<file path="config.mk">
export PLATFORM = sky130hd
export DESIGN_NAME = uu_wb_arbiter
export DESIGN_NICKNAME = d
export VERILOG_FILES = /design/src/rtl/uu_wb_arbiter_pkg.sv /design/src/rtl/uu_wb_arbiter_rr_priority_picker.sv /design/src/rtl/uu_wb_arbiter.sv
export SDC_FILE = /design/constraint.sdc
export NUM_CORES = 1
export LEC_CHECK = 0
export ABC_AREA = 1
export ABC_CLOCK_PERIOD_IN_PS = 5500
export CORE_ASPECT_RATIO = 0.9
export CORE_UTILIZATION = 49
export DETAILED_ROUTE_END_ITERATION = 10
export PLACE_DENSITY = 0.8
export REMOVE_ABC_BUFFERS = 1
export SYNTH_ARGS = -nofsm -noshare
export SYNTH_HDL_FRONTEND = slang
export SYNTH_HIERARCHICAL = 1
export SYNTH_SLANG_ARGS = --single-unit
</file>
<file path="constraint.sdc">
create_clock -name clk -period 5.5 [get_ports clk]
set_clock_uncertainty 0.1 [all_clocks]
set_input_delay 0.825 -clock clk [delete_from_list [all_inputs] [get_ports clk]]
set_output_delay 0.825 -clock clk [all_outputs]
set_load 0.01 [all_outputs]
</file>
<file path="src/rtl/uu_wb_arbiter_pkg.sv">
// rtl/uu_wb_arbiter_pkg.sv - shared types and defaults for the writeback arbiter
// Contents: default parameter values, unit-index type, registered slot payload.
package uu_wb_arbiter_pkg;

   localparam int NUM_UNITS_DEF = 9;
   localparam int RD_W_DEF      = 5;
   localparam int ID_W_DEF      = 4;

   typedef logic [ID_W_DEF-1:0] unit_idx_t;

   // Slot fields are sized to the defaults; RD_W and ID_W must not exceed them.
   typedef struct packed {
      logic [RD_W_DEF-1:0] rd;
      logic                fp;
      unit_idx_t           unit;
   } wb_slot_t;

endpackage

</file>
<file path="src/rtl/uu_wb_arbiter_rr_priority_picker.sv">
// rtl/uu_wb_arbiter_rr_priority_picker.sv - round-robin first-set picker
// Ports: req (request vector), ptr (search start) -> gnt (one-hot),
//        gnt_idx (index of gnt), gnt_valid (any request present).
module rr_priority_picker
   import uu_wb_arbiter_pkg::*;
#(
   parameter int N  = NUM_UNITS_DEF,
   parameter int IW = ID_W_DEF
) (
   input  logic [N-1:0]  req,
   input  logic [IW-1:0] ptr,
   output logic [N-1:0]  gnt,
   output logic [IW-1:0] gnt_idx,
   output logic          gnt_valid
);

   localparam int SW = IW + 1;

   logic [SW-1:0] pos;
   logic [IW-1:0] idx;

   // Walk N positions starting at ptr; the extra bit lets ptr+k exceed N-1
   // before a single subtraction folds it back into range.
   always_comb begin
      gnt       = '0;
      gnt_idx   = '0;
      gnt_valid = 1'b0;
      pos       = '0;
      idx       = '0;
      for (int k = 0; k < N; k++) begin
         pos = {1'b0, ptr} + SW'(k);
         if (pos >= SW'(N)) begin
            pos = pos - SW'(N);
         end
         idx = pos[IW-1:0];
         if (!gnt_valid && req[idx]) begin
            gnt_valid = 1'b1;
            gnt[idx]  = 1'b1;
            gnt_idx   = idx;
         end
      end
   end

endmodule

</file>
<file path="src/rtl/uu_wb_arbiter.sv">
// rtl/uu_wb_arbiter.sv - round-robin arbiter for a shared registered writeback slot
// Ports: clk, reset (sync, active-high); unit_done/unit_rd/unit_fp/clear_rd per unit;
//        mem_stall, debug_on; unit_ack (comb pop); wb_valid/wb_rd/wb_fp/wb_unit
//        (registered slot); contention (more than one eligible requester).
module uu_wb_arbiter
   import uu_wb_arbiter_pkg::*;
#(
   parameter int NUM_UNITS = NUM_UNITS_DEF,
   parameter int RD_W      = RD_W_DEF,
   parameter int ID_W      = ID_W_DEF
) (
   input  logic                      clk,
   input  logic                      reset,
   input  logic [NUM_UNITS-1:0]      unit_done,
   input  logic [RD_W*NUM_UNITS-1:0] unit_rd,
   input  logic [NUM_UNITS-1:0]      unit_fp,
   input  logic [NUM_UNITS-1:0]      clear_rd,
   input  logic                      mem_stall,
   input  logic                      debug_on,
   output logic [NUM_UNITS-1:0]      unit_ack,
   output logic                      wb_valid,
   output logic [RD_W-1:0]           wb_rd,
   output logic                      wb_fp,
   output logic [ID_W-1:0]           wb_unit,
   output logic                      contention
);

   logic            wb_valid_q, wb_valid_d;
   wb_slot_t        slot_q, slot_d;
   logic [ID_W-1:0] ptr_q, ptr_d;

   logic [NUM_UNITS-1:0] eligible;
   logic [NUM_UNITS-1:0] discard;
   logic [NUM_UNITS-1:0] pick_gnt;
   logic [NUM_UNITS-1:0] grant;
   logic [ID_W-1:0]      pick_idx;
   logic                 pick_valid;
   logic                 can_load;
   logic [RD_W-1:0]      rd_sel;
   logic                 fp_sel;

   // A clear on a done unit wins over a grant: it is discarded, never eligible.
   assign eligible = unit_done & ~clear_rd & {NUM_UNITS{~debug_on}};
   assign discard  = unit_done &  clear_rd & {NUM_UNITS{~debug_on}};
   assign can_load = ~mem_stall | ~wb_valid_q;
   assign grant    = can_load ? pick_gnt : '0;

   // Acks are suppressed during reset so nothing is popped while state clears.
   assign unit_ack   = reset ? '0 : (grant | discard);
   assign contention = ($countones(eligible) > 1);

   rr_priority_picker #(
      .N  (NUM_UNITS),
      .IW (ID_W)
   ) u_picker (
      .req       (eligible),
      .ptr       (ptr_q),
      .gnt       (pick_gnt),
      .gnt_idx   (pick_idx),
      .gnt_valid (pick_valid)
   );

   // Payload mux driven by the one-hot grant.
   always_comb begin
      rd_sel = '0;
      fp_sel = 1'b0;
      for (int i = 0; i < NUM_UNITS; i++) begin
         if (pick_gnt[i]) begin
            rd_sel = unit_rd[i*RD_W +: RD_W];
            fp_sel = unit_fp[i];
         end
      end
   end

   always_comb begin
      wb_valid_d = wb_valid_q;
      slot_d     = slot_q;
      ptr_d      = ptr_q;
      if (can_load) begin
         // Nothing eligible drains the slot; payload is left as it was.
         wb_valid_d = pick_valid;
         if (pick_valid) begin
            slot_d.rd   = RD_W_DEF'(rd_sel);
            slot_d.fp   = fp_sel;
            slot_d.unit = ID_W_DEF'(pick_idx);
            if (pick_idx == ID_W'(NUM_UNITS - 1)) begin
               ptr_d = '0;
            end else begin
               ptr_d = pick_idx + ID_W'(1);
            end
         end
      end
   end

   always_ff @(posedge clk) begin
      if (reset) begin
         wb_valid_q <= 1'b0;
         slot_q     <= '0;
         ptr_q      <= '0;
      end else begin
         wb_valid_q <= wb_valid_d;
         slot_q     <= slot_d;
         ptr_q      <= ptr_d;
      end
   end

   assign wb_valid = wb_valid_q;
   assign wb_rd    = slot_q.rd[RD_W-1:0];
   assign wb_fp    = slot_q.fp;
   assign wb_unit  = slot_q.unit[ID_W-1:0];

endmodule

</file>
==> qor.csv, run 1 <==
metric;value;unit
run_status;complete, no violations;
pin_count;97;
cts_buffer_depth;2;
min_period_over_period;97.1;%
crit_type;in2out;
rrSetupSlack;1020;ps
yosysSeqAreaShare;5.67;%
post_drt_wl_per_cell;15.1;um
gp_congestion;0.984;
synth_top_flop_cell;dfxtp_1;
endpoint_kind;output port;
overflow;0;
place_area;6420;sq um
yosysMostFrequentCell;nand2_1;
min_to;wb_rd[0];
cts_sinks;15;
syn_area_per_cell;5.43;sq um
yosys.area.top_type_share;21.1;%
worst_pin_slew;1120;ps
reg2reg_depth;32;
synthCells;975;
peakVddDrop;0.000500;V
top_layer_used;met4;
ys_async_sr_fraction;0;%
drcViolationCount;0;
cp.required;4580;ps
cts_tree;yes;
arrival;4410;ps
slew_headroom;25.3;%
root_buffer;clkbuf_16;
first_pass_iters;5;
port_buffers;96;
r2r-end;wb_rd[3];
fin_area;6740;sq um
nets;1192;
syn_area;5290;sq um
cellLeakagePower;3.32;nW
vias;6626;
clk_latency;250;ps
rsz0062_at_grt;yes;
dr.first_iter.drc_count;723;
hold_violations;0;
synth_common_cells;nand2_1 (298), nand3_1 (123), nor2_1 (120), inv_1 (110), a21oi_1 (54);
start_util;51.0;%
fin_util;64.9;%
min-delay-start;wb_rd[0];
dp_cells;1203;
cap_violations;0;
hpwlAfterDp;14600;um
fin_setup_tns;0;ps
vias_per_cell;5.46;
clock.fmax;187;MHz
postRouteAntennaNets;0;
grt_use_total;31.2;%
drv_slew;0;
synth_seq_cells;15;
routedLengthMet1;8260;um
hp-class;reg2reg;
cts.clk_slew.worst_paths;50;ps
final_layout_size_suffix_gt1_share;15.6;%
syn2layout_area_growth;27.3;%
worstReg2RegStart;ptr_q[1];
yosysTopAreaCell;nand2_1;
antenna_found_initial;0;
synth_area_leaders;nand2_1 (21%), nand3_1 (12%), nor2_1 (8.5%);
cts_htree_levels;1;
wl_met3;1700;um
die_h;101;um
startpoint_type;input port;
die-area;11200;sq um
min_path_cells;2;
grt_pass1_wl;28100;um
cts_made_buffers;3;
grt_pass1_vias;5530;
synth_cell_types;52;
p_per_area;721;nW/um^2
yosysWarnings;6;
wl_met2;8120;um
num_antenna_cells;0;
die_width;112;um
num_rows;35;
core;10400;sq um
stdcell_count;1214;
min_period;5340;ps
synth_edf_count;0;
grt_max_degree;25;
wl;18300;um
finalSetupViolations;0;
crit_fanout;5;
[worst max-delay path by stage]
stage	cells after the start	slack [ps]	from	end
final	13	160	debug_on	contention
after global routing	22	-30	ptr_q[1]	unit_ack[7]
after CTS	23	80	ptr_q[2]	unit_ack[4]
after detailed placement	13	-110	debug_on	contention
after global placement	13	-30	debug_on	contention
after floorplan	21	320	ptr_q[0]	unit_ack[5]
[registers in the layout, summed over array words and instances, names as in the netlist]
signal / flops
ptr_q: 4
wb_unit: 4
wb_rd: 5
wb_fp: 1
wb_valid: 1
[timing repair]
item,4_1_cts,5_1_grt
gates resized for setup,2,47
cloned,0,1
pin swaps,0,2
endpoints found under the hold margin,0,0
setup endpoints to repair,1,10
hold buffers,0,0
buffers inserted,0,6
[layout make-up]
cell class / instances / area, sq um
well taps: 129 / 161
repair inverters: 1 / 7.51
clock buffers: 4 / 78.8
flip-flops and latches: 15 / 304
fillers: 984 / 3640
multi-input cells: 802 / 4380
repair buffers: 133 / 1270
inverters: 130 / 536
[per-layer routing]
metal / GRT usage [%] / vias up
met3: 4.03 / 33
met4: 5.30 / 0
met5: 0 / -
met2: 47.6 / 286
met1: 46.8 / 2946
li1: - / 3361
[where the power goes]
part | internal, mW | leakage (nW) | switching, mW
clock network | 0.0979 | 0.0382 | 0.0421
registers | 0.153 | 0.125 | 0.0269
logic | 1.50 | 3.16 | 3.04
total | 1.75 | 3.32 | 3.11
[critical path: stages]
cell and delay [ps]:
clkdlybuf4s50_1 490, inv_2 60, nand2_1 80, nor2_2 50
fa_1 520, inv_1 40, fa_1 490, fa_1 430
fa_2 370, fa_1 390, o31ai_1 240, o211ai_1 110
dlygate4sd2_1 300
[per-stage QoR]
step | hold slack [ps] | setup slack (ps) | power (mW)
finish | 375 | 162 | 4.86
global route | 398 | -33.9 | 5.35
CTS | 376 | 78.7 | 4.60
detailed placement | 369 | -109 | 4.44
global placement | 363 | -26.0 | 4.41
floorplan | 384 | 325 | 3.30
[layout by cell type, fill, tap and decap left out, types with 9 or more instances in the layout]
cell type | netlist | final
a21oi_1 | 54 | 54
a21oi_2 | 9 | 9
buf_4 | 4 | 34
clkdlybuf4s50_1 | 0 | 93
dfxtp_1 | 15 | 12
ha_1 | 25 | 21
inv_1 | 110 | 106
inv_2 | 15 | 16
nand2_1 | 298 | 295
nand2_2 | 22 | 24
nand3_1 | 123 | 122
nand4_1 | 20 | 20
nor2_1 | 120 | 111
nor2_2 | 6 | 12
nor3_1 | 21 | 21
o21ai_0 | 23 | 18
o21ai_1 | 5 | 9
o21ai_2 | 12 | 12
[cells by family (layout without fill, tap and decap cells)]
group	after synthesis	count (layout)	synth area share (%)
buffers and inverters	158	268	14.2
AO/OA/AOI/OAI	121	121	13.9
adder cells (fa/ha/maj)	30	30	7.80
AND/OR/NAND/NOR	634	634	54.8
multiplexers	1	1	0.189
flip-flops	15	15	5.67
XOR/XNOR	16	16	3.43
Note: power is estimated with default switching activity, not from simulation.
==> run 2, diff against run 1 <==
--- a/config.mk
+++ b/config.mk
@@ -8,6 +8,7 @@
 export ABC_AREA = 1
 export ABC_CLOCK_PERIOD_IN_PS = 5500
 export CORE_ASPECT_RATIO = 0.9
+export CORE_MARGIN = 4
 export CORE_UTILIZATION = 49
 export DETAILED_ROUTE_END_ITERATION = 10
 export PLACE_DENSITY = 0.8
==> run 2 against run 1 <==
  * Utilization increased by 0.24 points
  * First-iteration DRC count decreased by 2.2%
  * Die area increased by 12%
  * Sequential power about the same
  * Via count increased by 0.56%
  * Wire length increased by 2.6%
  * Total power increased by 0.50%
  * Non-clock buffer count increased by 7
  * Clock-buffer cell count decreased by 1
  * Largest power group unchanged
  * Highest routed layer unchanged
==> qor.csv, run 2 (synthesized netlist as in run 1, its figures left out) <==
metric;value;unit;change
run_status;complete, no violations;;
cts_buffer_depth;2;;unchanged
cts_hold_buffers;0;;unchanged
fillCellCount;1024;;+4.1%
hold_violations;0;;unchanged
num_rows;35;;unchanged
nets;1199;;+0.59%
p_int;1.77;mW;+0.71%
p_switching;3.12;mW;+0.37%
pwr-share-clk;2.9;%;about the same
final_cell_mix;nand2_1 (297), nand3_1 (120), nor2_1 (113);;
endpoint_kind;output port;;
drv_slew;0;;unchanged
slew_headroom;29.2;%;+3.9 points
die-area;12500;sq um;+12%
p_comb_share;93.4;%;about the same
rsz0062_at_grt;yes;;
layout_commonest_cell;nand2_1;;
pin_count;97;;unchanged
syn2layout_area_growth;27.8;%;
place_ws;-113;ps;-4.15 ps
cts_htree_levels;1;;unchanged
grt_use_total;28.4;%;-2.7 points
pwr-share-seq;3.7;%;about the same
clock.fmax;186;MHz;-0.75%
crit_type;in2out;;
hpwlAfterDp;14900;um;+2.0%
final_layout_size_suffix_gt1_share;16.1;%;+0.54 points
min_period;5380;ps;+40.6 ps
switching_share;63.8;%;-0.078 points
root_buffer;clkbuf_16;;
grt_max_degree;25;;unchanged
startpoint_type;input port;;
rrSetupSlack;970;ps;-50 ps
cts.clk_slew.worst_paths;50;ps;about the same
min_period_over_period;97.8;%;+0.74 points
peakVddDrop;0.000523;V;+4.6%
die_width;118;um;+5.4%
antenna_found_initial;0;;unchanged
grt_pass1_vias;5852;;+5.8%
fin_ws;121;ps;-40.6 ps
grt_pass1_wl;29600;um;+5.3%
core;10400;sq um;unchanged
clk_latency;250;ps;about the same
post_drt_wl_per_cell;15.4;um;+2.0%
cap_violations;0;;unchanged
vias_per_cell;5.46;;about the same
largest_register_ffs;5;;unchanged
wl;18800;um;+2.6%
drcViolationCount;0;;unchanged
cp.required;4580;ps;about the same
first_pass_iters;6;;+1
die_h;107;um;+6.0%
arrival;4450;ps;+40 ps
hp-class;reg2reg;;
crit_fanout;6;;+1
dr.first_iter.drc_count;707;;-2.2%
postRouteAntennaNets;0;;unchanged
cts_made_buffers;3;;unchanged
cts_sinks;15;;unchanged
vias;6663;;+0.56%
start_util;51.0;%;unchanged
port_buffers;96;;unchanged
gp_congestion;1.04;;+5.3%
p_per_area;722;nW/um^2;+0.13%
num_antenna_cells;0;;unchanged
cellLeakagePower;3.44;nW;+3.5%
overflow;0;;unchanged
cts_tree;yes;;
finalSetupViolations;0;;unchanged
holdWs;379;ps;+4.08 ps
worst_pin_slew;1060;ps;-58.4 ps
run 2: changes by cell type in the layout (fill, tap and decap cells not counted), sizes merged:
cell           delta
clkdlybuf4s50     -6
dlymetal6s2s      +6
buf               +5
clkinvlp          +2
inv               -2
clkbuf            +1
nor2              +1
run 2: area by class of cell:
type	count	area (sq um)	area share, %
repair buffers	140	1310	19.4
multi-input cells	803	4360	64.5
well taps	129	161	2.39
flip-flops and latches	15	303	4.48
clock buffers	3	75.1	1.11
clock inverters	1	7.51	0.111
inverters	130	543	8.03
run 2: critical path: stages:
cell and delay [ps]:
clkdlybuf4s50_1 500, inv_2 70, nand2_1 90, nor2_2 60
fa_1 530, inv_1 50, fa_1 490, fa_1 430
fa_2 370, fa_1 400, o31ai_1 230, o211ai_1 110
dlygate4sd2_1 290
run 2: what timing repair did:
action | CTS | global route
setup buffers | 0 | 12
gates cloned | 0 | 1
pin swaps | 0 | 1
setup endpoints to repair | 1 | 10
gates resized for setup | 1 | 48
endpoints found under the hold margin | 0 | 0
run 2: routing by layer:
metal / track usage (%) / vias to the layer above / share of wire, % / wire length [um]
met5: 0 / - / 0 / 0
met4: 7.87 / 0 / 2.9 / 539
met3: 4.38 / 52 / 9.0 / 1690
met2: 43.9 / 310 / 44 / 8190
met1: 41.1 / 2927 / 44 / 8350
li1: - / 3374 / - / -
run 2: through the flow:
stage / util [%] / instance area, sq um / TNS (ps) / power [mW] / cells
2_1_floorplan: - / 5060 / 0 / 3.30 / 947
3_3_place_gp: 61.9 / 6430 / -26.6 / 4.38 / 1204
3_5_place_dp: 61.9 / 6430 / -113 / 4.40 / 1204
4_1_cts: 62.7 / 6510 / 0 / 4.58 / 1208
5_1_grt: 65.2 / 6760 / -168 / 5.41 / 1221
6_report: 65.2 / 6760 / 0 / 4.89 / 1221
run 2: final timing paths:
path	from	to	depth (start not counted)
setup / recovery	debug_on	contention	13
hold / removal	wb_fp	wb_fp	2
setup reg to reg	ptr_q[1]	wb_fp	30
hold reg to reg	wb_fp	wb_fp	2
run 2: power groups by stage:
stage / logic (mW) / clock network [mW] / registers [mW]
floorplan: 3.09 / 0 / 0.208
global placement: 4.21 / 0 / 0.176
detailed placement: 4.23 / 0 / 0.177
CTS: 4.26 / 0.145 / 0.176
global route: 5.08 / 0.148 / 0.183
finish: 4.56 / 0.143 / 0.179
==> run 3, diff against run 2 <==
--- a/config.mk
+++ b/config.mk
@@ -9,11 +9,10 @@
 export ABC_CLOCK_PERIOD_IN_PS = 5500
 export CORE_ASPECT_RATIO = 0.9
 export CORE_MARGIN = 4
-export CORE_UTILIZATION = 49
+export CORE_UTILIZATION = 30
 export DETAILED_ROUTE_END_ITERATION = 10
-export PLACE_DENSITY = 0.8
+export PLACE_DENSITY = 0.56
 export REMOVE_ABC_BUFFERS = 1
 export SYNTH_ARGS = -nofsm -noshare
 export SYNTH_HDL_FRONTEND = slang
-export SYNTH_HIERARCHICAL = 1
 export SYNTH_SLANG_ARGS = --single-unit
==> run 3 against run 2 <==
  * Register-to-register slack worse by 160 ps
  * Combinational power down 12%
  * Clock-buffer cell count up 1
  * Clock power about the same
  * Sequential share of layout area about the same
  * Area after synthesis down 2.9%
  * Non-clock buffer count up 3
  * Global-route usage down 8.5 points
  * Total power down 11%
  * Die area up 54%
  * Hold slack worse by 16 ps
  * Via count down 2.5%
  * Critical path type is now reg2out
  * Largest cell class unchanged
==> qor.csv, run 3 <==
metric;value;unit;change
min-delay-start;wb_rd[2];;
antenna_found_initial;0;;unchanged
syn2layout_area_growth;31.6;%;
cts_tree;yes;;
hold_violations;0;;unchanged
grt_max_degree;22;;-12%
pin_count;97;;unchanged
worst_pin_slew;861;ps;-197 ps
postRouteAntennaNets;0;;unchanged
yosysSeqAreaShare;5.84;%;+0.17 points
worstReg2RegStart;ptr_q[1];;
cp.required;4580;ps;about the same
cts.clk_slew.worst_paths;50;ps;about the same
cp.buffers_inverters;5;;+1
yosysTopAreaCell;nand2_1;;
fin_setup_tns;0;ps;unchanged
final_layout_size_suffix_gt1_share;15.5;%;-0.63 points
dr.first_iter.drc_count;621;;-12%
cts_htree_levels;1;;unchanged
cpMaxStageDelayCell;clkdlybuf4s50_1;;
grt_pass1_wl;31500;um;+6.4%
num_antenna_cells;0;;unchanged
crit_family;simple AND/OR/NAND/NOR gates;;
arrival;4430;ps;-20 ps
yosysMostFrequentCell;nand2_1;;
syn_area;5140;sq um;-2.9%
clk_latency;240;ps;about the same
startpoint_type;flop;;
cap_violations;0;;unchanged
r2r-end;ptr_q[2];;
final_cell_mix;nand2_1 (293), inv_1 (108), nor2_1 (106);;
clock.fmax;187;MHz;+0.40%
core;16800;sq um;+62%
hpwlAfterDp;17400;um;+17%
min_period;5360;ps;-21.5 ps
crit_fanout;14;;+8
die-area;19300;sq um;+54%
rsz0062_at_grt;yes;;
p_per_area;641;nW/um^2;-11%
synth_top_flop_cell;dfxtp_1;;
p_switching;2.76;mW;-11%
drv_slew;0;;unchanged
reg2reg_depth;24;;-20%
gp_congestion;0.981;;-5.3%
cts_made_buffers;3;;unchanged
syn_area_per_cell;5.38;sq um;-0.98%
hp-class;reg2reg;;
p_comb_share;92.7;%;-0.7 points
first_pass_iters;5;;-1
cts_hold_buffers;0;;unchanged
grt_pass1_vias;5803;;-0.84%
p_int;1.57;mW;-11%
pwr-share-seq;4.0;%;+0.3 points
cp_slowest_stage_delay;590;ps;+60 ps
post_drt_wl_per_cell;15.8;um;+2.5%
layout_commonest_cell;nand2_1;;
synth_common_cells;nand2_1 (294), inv_1 (109), nor2_1 (106), nand3_1 (102), a21oi_1 (80);;
min_to;wb_rd[2];;
run_status;complete, no violations;;
critPathLaunch;ptr_q[1];;
synth_edf_count;0;;unchanged
grt_use_total;19.9;%;-8.5 points
min_path_cells;2;;unchanged
synthCells;956;;-1.9%
vias_per_cell;5.01;;-8.1%
switching_share;63.7;%;-0.10 points
fillCellCount;1808;;+77%
peakVddDrop;0.000251;V;-52%
cts_sinks;15;;unchanged
fin_util;40.2;%;-25 points
start_util;30.5;%;-20 points
rrSetupSlack;810;ps;-160 ps
die_h;132;um;+24%
cts_buffer_depth;2;;unchanged
crit_type;reg2out;;
synth_cell_types;52;;unchanged
crit_top_cell;nand2_1;;
largest_register_ffs;5;;unchanged
place_area;6590;sq um;+2.5%
stdcell_count;1296;;+6.1%
min_period_over_period;97.4;%;-0.39 points
finalSetupViolations;0;;unchanged
num_rows;45;;+29%
synth_area_leaders;nand2_1 (21%), nand3_1 (9.9%), inv_1 (8.0%);;
overflow;0;;unchanged
port_buffers;96;;unchanged
pwr-share-clk;3.2;%;+0.3 points
synth_seq_cells;15;;unchanged
slew_headroom;42.4;%;+13 points
drcViolationCount;0;;unchanged
vias;6496;;-2.5%
dp_cells;1291;;+7.2%
yosys.area.top_type_share;21.5;%;+0.34 points
fin_area;6760;sq um;unchanged
ys_async_sr_fraction;0;%;unchanged
cellLeakagePower;3.51;nW;+2.1%
endpoint_kind;output port;;
yosysWarnings;0;;-6
root_buffer;clkbuf_16;;
wl;20400;um;+8.8%
nets;1192;;-0.58%
die_width;146;um;+24%
[run 3: how the worst max path moves through the flow]
stage	endpoint	slack, ps	cells after the start
6_report	unit_ack[6]	140	29
5_1_grt	unit_ack[6]	-90	29
4_1_cts	contention	20	16
3_5_place_dp	contention	-220	16
3_3_place_gp	contention	-180	16
2_1_floorplan	unit_ack[8]	260	21
[run 3: worst min-delay path, stage by stage (launching register included)]
cell,delay [ps]
dfxtp_1,300
nand2_1,60
a21oi_1,50
[run 3: area by class of cell]
cell class | instances | area [sq um] | share of cell area, %
clock buffer | 4 | 78.8 | 1.17
timing repair buffer | 143 | 1330 | 19.6
inverter | 133 | 503 | 7.44
multi-input combinational | 790 | 4290 | 63.4
sequential | 15 | 302 | 4.46
tap | 211 | 264 | 3.90
[run 3: per-layer routing]
metal | part of all wire, % | vias up | global-route usage, %
li1 | - | 3361 | -
met1 | 49 | 2894 | 30.0
met2 | 44 | 215 | 31.7
met3 | 5.5 | 26 | 1.10
met4 | 1.6 | 0 | 3.22
met5 | 0 | - | 0
[run 3: timing repair]
action,4_1_cts,5_1_grt
endpoints found under the hold margin,0,0
setup buffers,0,1
endpoints found under the setup margin,1,10
resized for setup,2,26
pin swaps,0,4
[run 3: logic make-up (layout without fill, tap and decap cells)]
family | count (synthesis) | after routing | synth area share, %
flops | 15 | 15 | 5.84
buf+inv | 151 | 280 | 12.2
simple gates | 597 | 597 | 54.0
xor+xnor | 10 | 10 | 2.36
compound gates | 153 | 153 | 17.6
fa+ha+maj | 30 | 30 | 8.04
[run 3: power by group through the flow]
stage          sequential [mW]  combinational, mW  clock (mW)
4_1_cts                  0.173               3.89       0.146
6_report                 0.174               4.02       0.140
3_3_place_gp             0.175               3.90           0
2_1_floorplan            0.214               2.61           0
3_5_place_dp             0.175               3.88           0
5_1_grt                  0.179               4.46       0.150
[run 3: metrics by stage]
| stage | hold slack (ps) | setup slack, ps | power (mW) |
|---|---|---|---|
| 2_1_floorplan | 384 | 262 | 2.82 |
| 3_3_place_gp | 352 | -178 | 4.08 |
| 3_5_place_dp | 356 | -219 | 4.05 |
| 4_1_cts | 364 | 19.5 | 4.21 |
| 5_1_grt | 388 | -90.6 | 4.79 |
| 6_report | 363 | 143 | 4.33 |
